## src/rtl/pipe_pkg.sv

```systemverilog
// Shared types and constants for the pipeline skid-buffer stage.
//   pipe_occ_e  : stage occupancy state; its encoding is the entry count.
//   CTRL_BUBBLE : control value presented when the stage has no valid entry.
package pipe_pkg;

  typedef enum logic [1:0] {
    EMPTY = 2'd0,
    ONE   = 2'd1,
    TWO   = 2'd2
  } pipe_occ_e;

  // Wide enough for any practical CTRL_W; users truncate with CTRL_W'(...).
  localparam logic [63:0] CTRL_BUBBLE = 64'd0;

endpackage

```

## src/rtl/pipe_sat_cnt.sv

```systemverilog
// Saturating up-counter used for stage stall statistics.
// Ports:
//   clk  : clock
//   rst  : asynchronous reset, active-high (clears count)
//   inc  : increment request for this cycle
//   cnt  : current count, sticks at all-ones
module pipe_sat_cnt #(
  parameter int unsigned CNT_W = 16
) (
  input  logic             clk,
  input  logic             rst,
  input  logic             inc,
  output logic [CNT_W-1:0] cnt
);

  // Count up until all ones, then hold.
  always_ff @(posedge clk or posedge rst) begin
    if (rst) begin
      cnt <= '0;
    end else if (inc && (cnt != {CNT_W{1'b1}})) begin
      cnt <= cnt + CNT_W'(1);
    end
  end

endmodule

```

## src/rtl/pipe_skid_reg.sv

```systemverilog
// Pipeline-stage register with a valid/ready handshake and a 2-entry skid
// buffer (main entry M, skid entry S). Full throughput; up_ready_o never
// depends on dn_ready_i. Flow-control flush empties the stage, hold freezes it.
// Optional macro PIPE_SKID_PERF_EN builds a saturating stall counter;
// otherwise stall_cnt_o is tied to 0.
// Ports:
//   clk, rst                : clock, asynchronous active-high reset
//   up_valid_i/up_ready_o   : upstream handshake
//   up_data_i/up_ctrl_i     : upstream payload and control
//   dn_valid_o/dn_ready_i   : downstream handshake
//   dn_data_o/dn_ctrl_o     : head entry payload; ctrl is 0 when M is empty
//   fc_flush_i/fc_hold_i    : flow-control flush (wins) and hold
//   occupancy_o             : entries held (0..2)
//   stall_cnt_o             : stall counter
module pipe_skid_reg
  import pipe_pkg::*;
#(
  parameter int unsigned DATA_W = 32,
  parameter int unsigned CTRL_W = 8,
  parameter int unsigned CNT_W  = 16
) (
  input  logic              clk,
  input  logic              rst,
  input  logic              up_valid_i,
  output logic              up_ready_o,
  input  logic [DATA_W-1:0] up_data_i,
  input  logic [CTRL_W-1:0] up_ctrl_i,
  output logic              dn_valid_o,
  input  logic              dn_ready_i,
  output logic [DATA_W-1:0] dn_data_o,
  output logic [CTRL_W-1:0] dn_ctrl_o,
  input  logic              fc_flush_i,
  input  logic              fc_hold_i,
  output logic [1:0]        occupancy_o,
  output logic [CNT_W-1:0]  stall_cnt_o
);

  pipe_occ_e         state, state_n;
  logic [DATA_W-1:0] m_data, m_data_n, s_data, s_data_n;
  logic [CTRL_W-1:0] m_ctrl, m_ctrl_n, s_ctrl, s_ctrl_n;
  logic              m_valid;
  logic              xfer_in, xfer_out;

  // M is valid in ONE and TWO; S is valid only in TWO.
  assign m_valid    = (state != EMPTY);
  assign up_ready_o = (state != TWO) && !fc_hold_i && !fc_flush_i;
  assign dn_valid_o = m_valid && !fc_hold_i && !fc_flush_i;
  assign xfer_in    = up_valid_i && up_ready_o;
  assign xfer_out   = dn_valid_o && dn_ready_i;

  assign dn_data_o   = m_data;
  assign dn_ctrl_o   = m_valid ? m_ctrl : CTRL_W'(CTRL_BUBBLE);
  assign occupancy_o = 2'(state);

  // State and entry registers.
  always_ff @(posedge clk or posedge rst) begin
    if (rst) begin
      state  <= EMPTY;
      m_data <= '0;
      m_ctrl <= '0;
      s_data <= '0;
      s_ctrl <= '0;
    end else begin
      state  <= state_n;
      m_data <= m_data_n;
      m_ctrl <= m_ctrl_n;
      s_data <= s_data_n;
      s_ctrl <= s_ctrl_n;
    end
  end

  // Next-state and entry update; hold needs no branch since it blocks both transfers.
  always_comb begin
    state_n  = state;
    m_data_n = m_data;
    m_ctrl_n = m_ctrl;
    s_data_n = s_data;
    s_ctrl_n = s_ctrl;
    if (fc_flush_i) begin
      state_n  = EMPTY;
      m_data_n = '0;
      m_ctrl_n = '0;
      s_data_n = '0;
      s_ctrl_n = '0;
    end else begin
      case (state)
        EMPTY: begin
          if (xfer_in) begin
            state_n  = ONE;
            m_data_n = up_data_i;
            m_ctrl_n = up_ctrl_i;
          end
        end
        ONE: begin
          if (xfer_in && xfer_out) begin
            m_data_n = up_data_i;
            m_ctrl_n = up_ctrl_i;
          end else if (xfer_in) begin
            state_n  = TWO;
            s_data_n = up_data_i;
            s_ctrl_n = up_ctrl_i;
          end else if (xfer_out) begin
            // M data is left stale on purpose; only validity drops.
            state_n = EMPTY;
          end
        end
        TWO: begin
          if (xfer_out) begin
            state_n  = ONE;
            m_data_n = s_data;
            m_ctrl_n = s_ctrl;
            s_data_n = '0;
            s_ctrl_n = '0;
          end
        end
        default: begin
          state_n = EMPTY;
        end
      endcase
    end
  end

`ifdef PIPE_SKID_PERF_EN
  logic stall_inc;

  // A stall is a presented entry that downstream refuses.
  assign stall_inc = m_valid && !dn_ready_i && !fc_hold_i && !fc_flush_i;

  pipe_sat_cnt #(
    .CNT_W(CNT_W)
  ) u_stall_cnt (
    .clk (clk),
    .rst (rst),
    .inc (stall_inc),
    .cnt (stall_cnt_o)
  );
`else
  assign stall_cnt_o = '0;
`endif

endmodule

```

## config.mk

```make
export PLATFORM = sky130hd
export DESIGN_NAME = pipe_skid_reg
export DESIGN_NICKNAME = d
export VERILOG_FILES = /design/src/rtl/pipe_pkg.sv /design/src/rtl/pipe_sat_cnt.sv /design/src/rtl/pipe_skid_reg.sv
export SDC_FILE = /design/constraint.sdc
export NUM_CORES = 1
export LEC_CHECK = 0
export CAP_MARGIN = 5
export CORE_UTILIZATION = 46
export DETAILED_ROUTE_END_ITERATION = 8
export HOLD_SLACK_MARGIN = 0.1
export PLACE_DENSITY = 0.84
export SLEW_MARGIN = 20
export SYNTH_ARGS = -nofsm -noshare
export SYNTH_HDL_FRONTEND = slang
export SYNTH_HIERARCHICAL = 1
export SYNTH_SLANG_ARGS = --single-unit
```

## constraint.sdc

```tcl
create_clock -name clk -period 2.5 [get_ports clk]
set_input_delay 0.625 -clock clk [delete_from_list [all_inputs] [get_ports clk]]
set_output_delay 0.625 -clock clk [all_outputs]
set_load 0.05 [all_outputs]
```

Word-level counts from Yosys, hierarchy flattened
Index checks and enable logic that the tools add are counted.
{ "word_totals": {"regBits": 82, "in_bits": 46, "output_inout_bits": 60} }
{ "op_classes": {"n_eq_ne": 9, "mux": 26, "reduce_logical": 16} }
{ "op_table": {"columns": ["cell", "n"], "rows": [
  ["2-to-1 mux 32 bit", 7],
  ["one-hot mux 32 bit (3 select lines)", 1],
  ["2-to-1 mux 8 bit", 8],
  ["one-hot mux 32 bit (2 select lines)", 1],
  ["one-hot mux 8 bit (3 select lines)", 1],
  ["one-hot mux 8 bit (2 select lines)", 1],
  ["inequality test 3 bit (second input constant)", 5],
  ["2-to-1 mux 2 bit", 6],
  ["AND reduction 4 bit", 3],
  ["logical AND 1 bit", 7],
  ["one-hot mux 2 bit (3 select lines)", 1],
  ["inequality test 4 bit (second input constant)", 1],
  ["nonzero test 4 bit", 1],
  ["nonzero test 3 bit", 1],
  ["equality test 2 x 1 -> 1 bit (second input constant)", 1],
  ["equality test 2 bit (second input constant)", 1],
  ["logical NOT 1 bit", 2],
  ["logical NOT 2 bit", 1],
  ["inequality test 2 bit (second input constant)", 1],
  ["nonzero test 2 bit", 1]
]} }

Depth between registers and ports, before layout
{ "depth": {"depth_word": 9, "ltp_mapped": 8, "depth_no_buf": 6} }

Worst setup path after synthesis
Ideal clock, no wire load.
{ "synth_path": {"path_kind": "register to output", "from": "reg state[0] (netlist: occupancy_o[0])", "to": "out up_ready_o", "t_arrival_ns": 2.473, "required_ns": 1.875, "path_slack_ns": -0.598, "stages_incl_launch_ff": 6, "n_path_buf": 2, "cell_sequence": "dfrtp_1 > inv_1 > ha_1 > buf_4 > clkbuf_1 > nor3_1"} }
{ "synth_via": {"elab_chain_len": 3} }
{ "synth_rtl": {"columns": ["element", "line", "rtl"], "rows": [
  ["start, declared", "pipe_skid_reg.sv:38", "pipe_occ_e state, state_n;"],
  ["start signal, assigned", "pipe_skid_reg.sv:64", "state <= state_n;"],
  ["inequality test 2 bit", "pipe_skid_reg.sv:46", "assign up_ready_o = (state != TWO) && !fc_hold_i && !fc_flush_i;"],
  ["logical AND 1 bit (2 in series)", "pipe_skid_reg.sv:46", null],
  ["end, declared", "pipe_skid_reg.sv:25", "output logic up_ready_o,"]
]} }
No other way between the ends.

Final worst setup path
{ "layout_path": {"from": "reg state[0] (netlist: occupancy_o[0])", "to": "out dn_valid_o"} }
{ "layout_via": {"elab_chain_len": 3} }
{ "layout_rtl": {"columns": ["element", "line", "rtl"], "rows": [
  ["nonzero test 2 bit", "pipe_skid_reg.sv:45", "assign m_valid = (state != EMPTY);"],
  ["logical AND 1 bit (2 in series)", "pipe_skid_reg.sv:47", "assign dn_valid_o = m_valid && !fc_hold_i && !fc_flush_i;"],
  ["end, declared", "pipe_skid_reg.sv:28", "output logic dn_valid_o,"]
]} }
No other way between the ends.

==> metrics.yaml <==
status:
  outcome: "finished clean"
yosys:
  synth.distinct_cells: 35
  yosys_warnings: 6
  seq_area_frac_synth: 0.444
  synth_area_um2: 4620
  ys_ff_latch: 82
  syn_inst: 429
  avgSynthCellArea_um2: 10.8
global_routing:
  grt_pass1_wl_mm: 18.2
  groute.usage.overall: 0.228
  antenna_found_initial: 0
  grt.overflow.total: 0
  grt_pass1_vias: 3708
  grt_max_degree: 69
finish:
  drive_above_1_share: 0.220
  utilization: 0.611
  syn2layout_area_growth_pct: 28.7
  nets: 558
  diodes: 0
  final_area_um2: 5950
routing:
  drt_iter0_markers: 202
  wl_mm: 11.3
  drt_drc_violations_left: 0
  vias: 3609
  dr.pass1.iters: 5
  viasPerCell: 5.59
  ant_nets: 0
  wl_per_cell_um: 17.6
die:
  die_area_um2: 10400
  die_y_um: 102
  num_io_pins: 106
  fp.dieW_um: 102
  start_util: 0.475
  fp.coreArea_um2: 9730
  rows: 36
power:
  cellPowerDensity_nw_per_um2: 1020
  irDropWorstVdd_mv: 0.511
  cellLeakagePower_nw: 2.27
hold_path:
  holdCritStartpoint: "m_ctrl[6]"
  hold_depth: 2
  hp-class: "reg2reg"
flow_run:
  max_cap_violations: 0
setup_path:
  worstPathArrival_ps: 1780
  crit_required_ps: 1880
  crit_type: "reg2out"
  startpoint: "occupancy_o[0]"
  worst_r2r_path_depth: 9
  crit_path_end_kind: "output port"
  cp_max_fo: 9
  critPathLaunchType: "flip-flop"
  r2r-start: "occupancy_o[0]"
clocking:
  cts.sinks: 82
  root_buffer: "clkbuf_8"
  cts_htree_levels: 3
  cts_buffers: 9
  cts_setup_buffers: 0
  clkLatencyLatePin_ps: 350
  cts_tree: "done"
  ctsLongestPathBuffers: 2
  clk_pin_slew_worst_paths_ps: 90
sta:
  hold_viol: 0
  setup_violations: 0
  slew_viol_final: 0
  relSlewSlack: 0.455
  setup_tns_ps: 0
  setup_ws_ps: 92.9
  fin_crit_ps: 2410
  clock_skew_ps: 8.62
  worst_pin_slew_ps: 817
  rsz0062_at_grt: "no"
  fmax_mhz: 415
  min_period_over_period: 0.963
place:
  placed_cell_area_um2: 5730
  io_buffers: 89
  post-place-ws_ps: -67.5
  dp_hpwl_mm: 7.40
  gp_congestion: 0.779
==> synthesized netlist by cell type <==
| cell | count | share of area |
|---|---|---|
| a2111o_1 | 1 | 0.0024 |
| a211o_1 | 1 | 0.0019 |
| a21boi_0 | 1 | 0.0016 |
| a21o_1 | 2 | 0.0033 |
| a21oi_1 | 42 | 0.046 |
| a22oi_1 | 1 | 0.0016 |
| and2_1 | 1 | 0.0014 |
| and3_1 | 1 | 0.0014 |
| buf_2 | 15 | 0.016 |
| buf_4 | 18 | 0.029 |
| buf_6 | 4 | 0.0098 |
| clkbuf_1 | 20 | 0.016 |
| conb_1 | 1 | 0.00081 |
| dfrtp_1 | 82 | 0.44 |
| ha_1 | 4 | 0.011 |
| inv_1 | 44 | 0.036 |
| mux2i_1 | 40 | 0.087 |
| nand2_1 | 2 | 0.0016 |
| nand2b_1 | 1 | 0.0014 |
| nand2b_4 | 2 | 0.0060 |
| nand3_1 | 43 | 0.047 |
| nand3b_1 | 40 | 0.065 |
| nand4b_1 | 1 | 0.0019 |
| nor2_1 | 10 | 0.0081 |
| nor2b_1 | 2 | 0.0027 |
| nor2b_2 | 1 | 0.0019 |
| nor3_1 | 2 | 0.0022 |
| nor3b_1 | 1 | 0.0016 |
| nor4b_1 | 1 | 0.0019 |
| o21ba_2 | 1 | 0.0022 |
| o311ai_0 | 1 | 0.0019 |
| o32ai_2 | 40 | 0.14 |
| or2_2 | 1 | 0.0014 |
| or3b_2 | 1 | 0.0019 |
| xnor2_1 | 1 | 0.0019 |
==> worst max-delay path, stage by stage (launching register included) <==
cell	delay (ps)
dfrtp_2	440
inv_1	100
ha_1	280
buf_4	230
nor3_4	210
buf_12	160
==> path summary, 6_finish.rpt <==
check / end / slack (ps)
min in group asynchronous: s_data[8] / 530
worst min-delay path: m_ctrl[6] / 510
max in group asynchronous: occupancy_o[1] / 1480
worst max-delay path: dn_valid_o / 90
worst max register to register: s_data[29] / 300
worst min register to register: m_ctrl[6] / 510
==> layout make-up <==
class / count / area [um2]
clock buffer: 10 / 138
clock inverter: 6 / 72.6
fill: 819 / 3780
inverter: 44 / 169
multi-input combinational: 261 / 2190
sequential: 82 / 2050
tap: 133 / 166
timing repair buffer: 110 / 1160
==> flip-flops by register name, indices dropped and copies added, names as in the netlist <==
| name | flops |
|---|---|
| dn_data_o | 32 |
| m_ctrl | 8 |
| occupancy_o | 2 |
| s_ctrl | 8 |
| s_data | 32 |
==> report_power, final <==
part | internal [W] | switching, W
clock network | 0.000499 | 0.000509
logic | 0.00120 | 0.00202
registers | 0.00163 | 0.000192
total | 0.00333 | 0.00272
==> cells in the final DEF (no fill, tap or decap), types with 3 or more instances in the layout <==
| cell | Yosys | layout |
|---|---|---|
| mux2i_1 | 40 | 40 |
| a21oi_1 | 42 | 42 |
| clkdlybuf4s50_1 | 0 | 78 |
| o32ai_2 | 40 | 40 |
| clkinvlp_4 | 0 | 4 |
| clkbuf_8 | 0 | 10 |
| nor2_2 | 0 | 8 |
| inv_1 | 44 | 43 |
| nand3b_1 | 40 | 40 |
| buf_4 | 18 | 20 |
| dfrtp_1 | 82 | 80 |
| nand3_1 | 43 | 42 |
| buf_12 | 0 | 11 |
| conb_1 | 1 | 16 |
| ha_1 | 4 | 3 |
==> through the flow <==
stage	total power [W]	hold WS [ps]	instances
after CTS	0.00609	517	646
after detailed placement	0.00507	496	630
after floorplan	0.00408	476	444
after global placement	0.00500	487	630
after global routing	0.00632	533	646
final	0.00605	513	646
==> logic make-up (layout without fill, tap and decap cells) <==
group / after synthesis / after routing / share of synthesized area
other cells: 1 / 16 / 0.000812
flops: 82 / 82 / 0.444
xor+xnor: 1 / 1 / 0.00190
compound gates: 90 / 90 / 0.201
mux: 40 / 40 / 0.0867
buf+inv: 101 / 170 / 0.107
fa+ha+maj: 4 / 4 / 0.0108
simple gates: 110 / 110 / 0.147
==> timing repair <==
item / 4_1_cts / 5_1_grt
hold buffers: 0 / 0
setup endpoints to repair: 1 / 1
resized for setup: 1 / 1
pin swaps: 0 / 0
==> per-layer routing <==
layer,wire length (um),part of all wire,vias to the layer above,GRT usage
li1,-,-,1652,-
met1,4760,0.42,1799,0.279
met2,5740,0.51,140,0.388
met3,598,0.053,18,0.0397
met4,247,0.022,0,0.116
met5,0,0,-,0
Note: power is estimated with default switching activity, not from simulation.
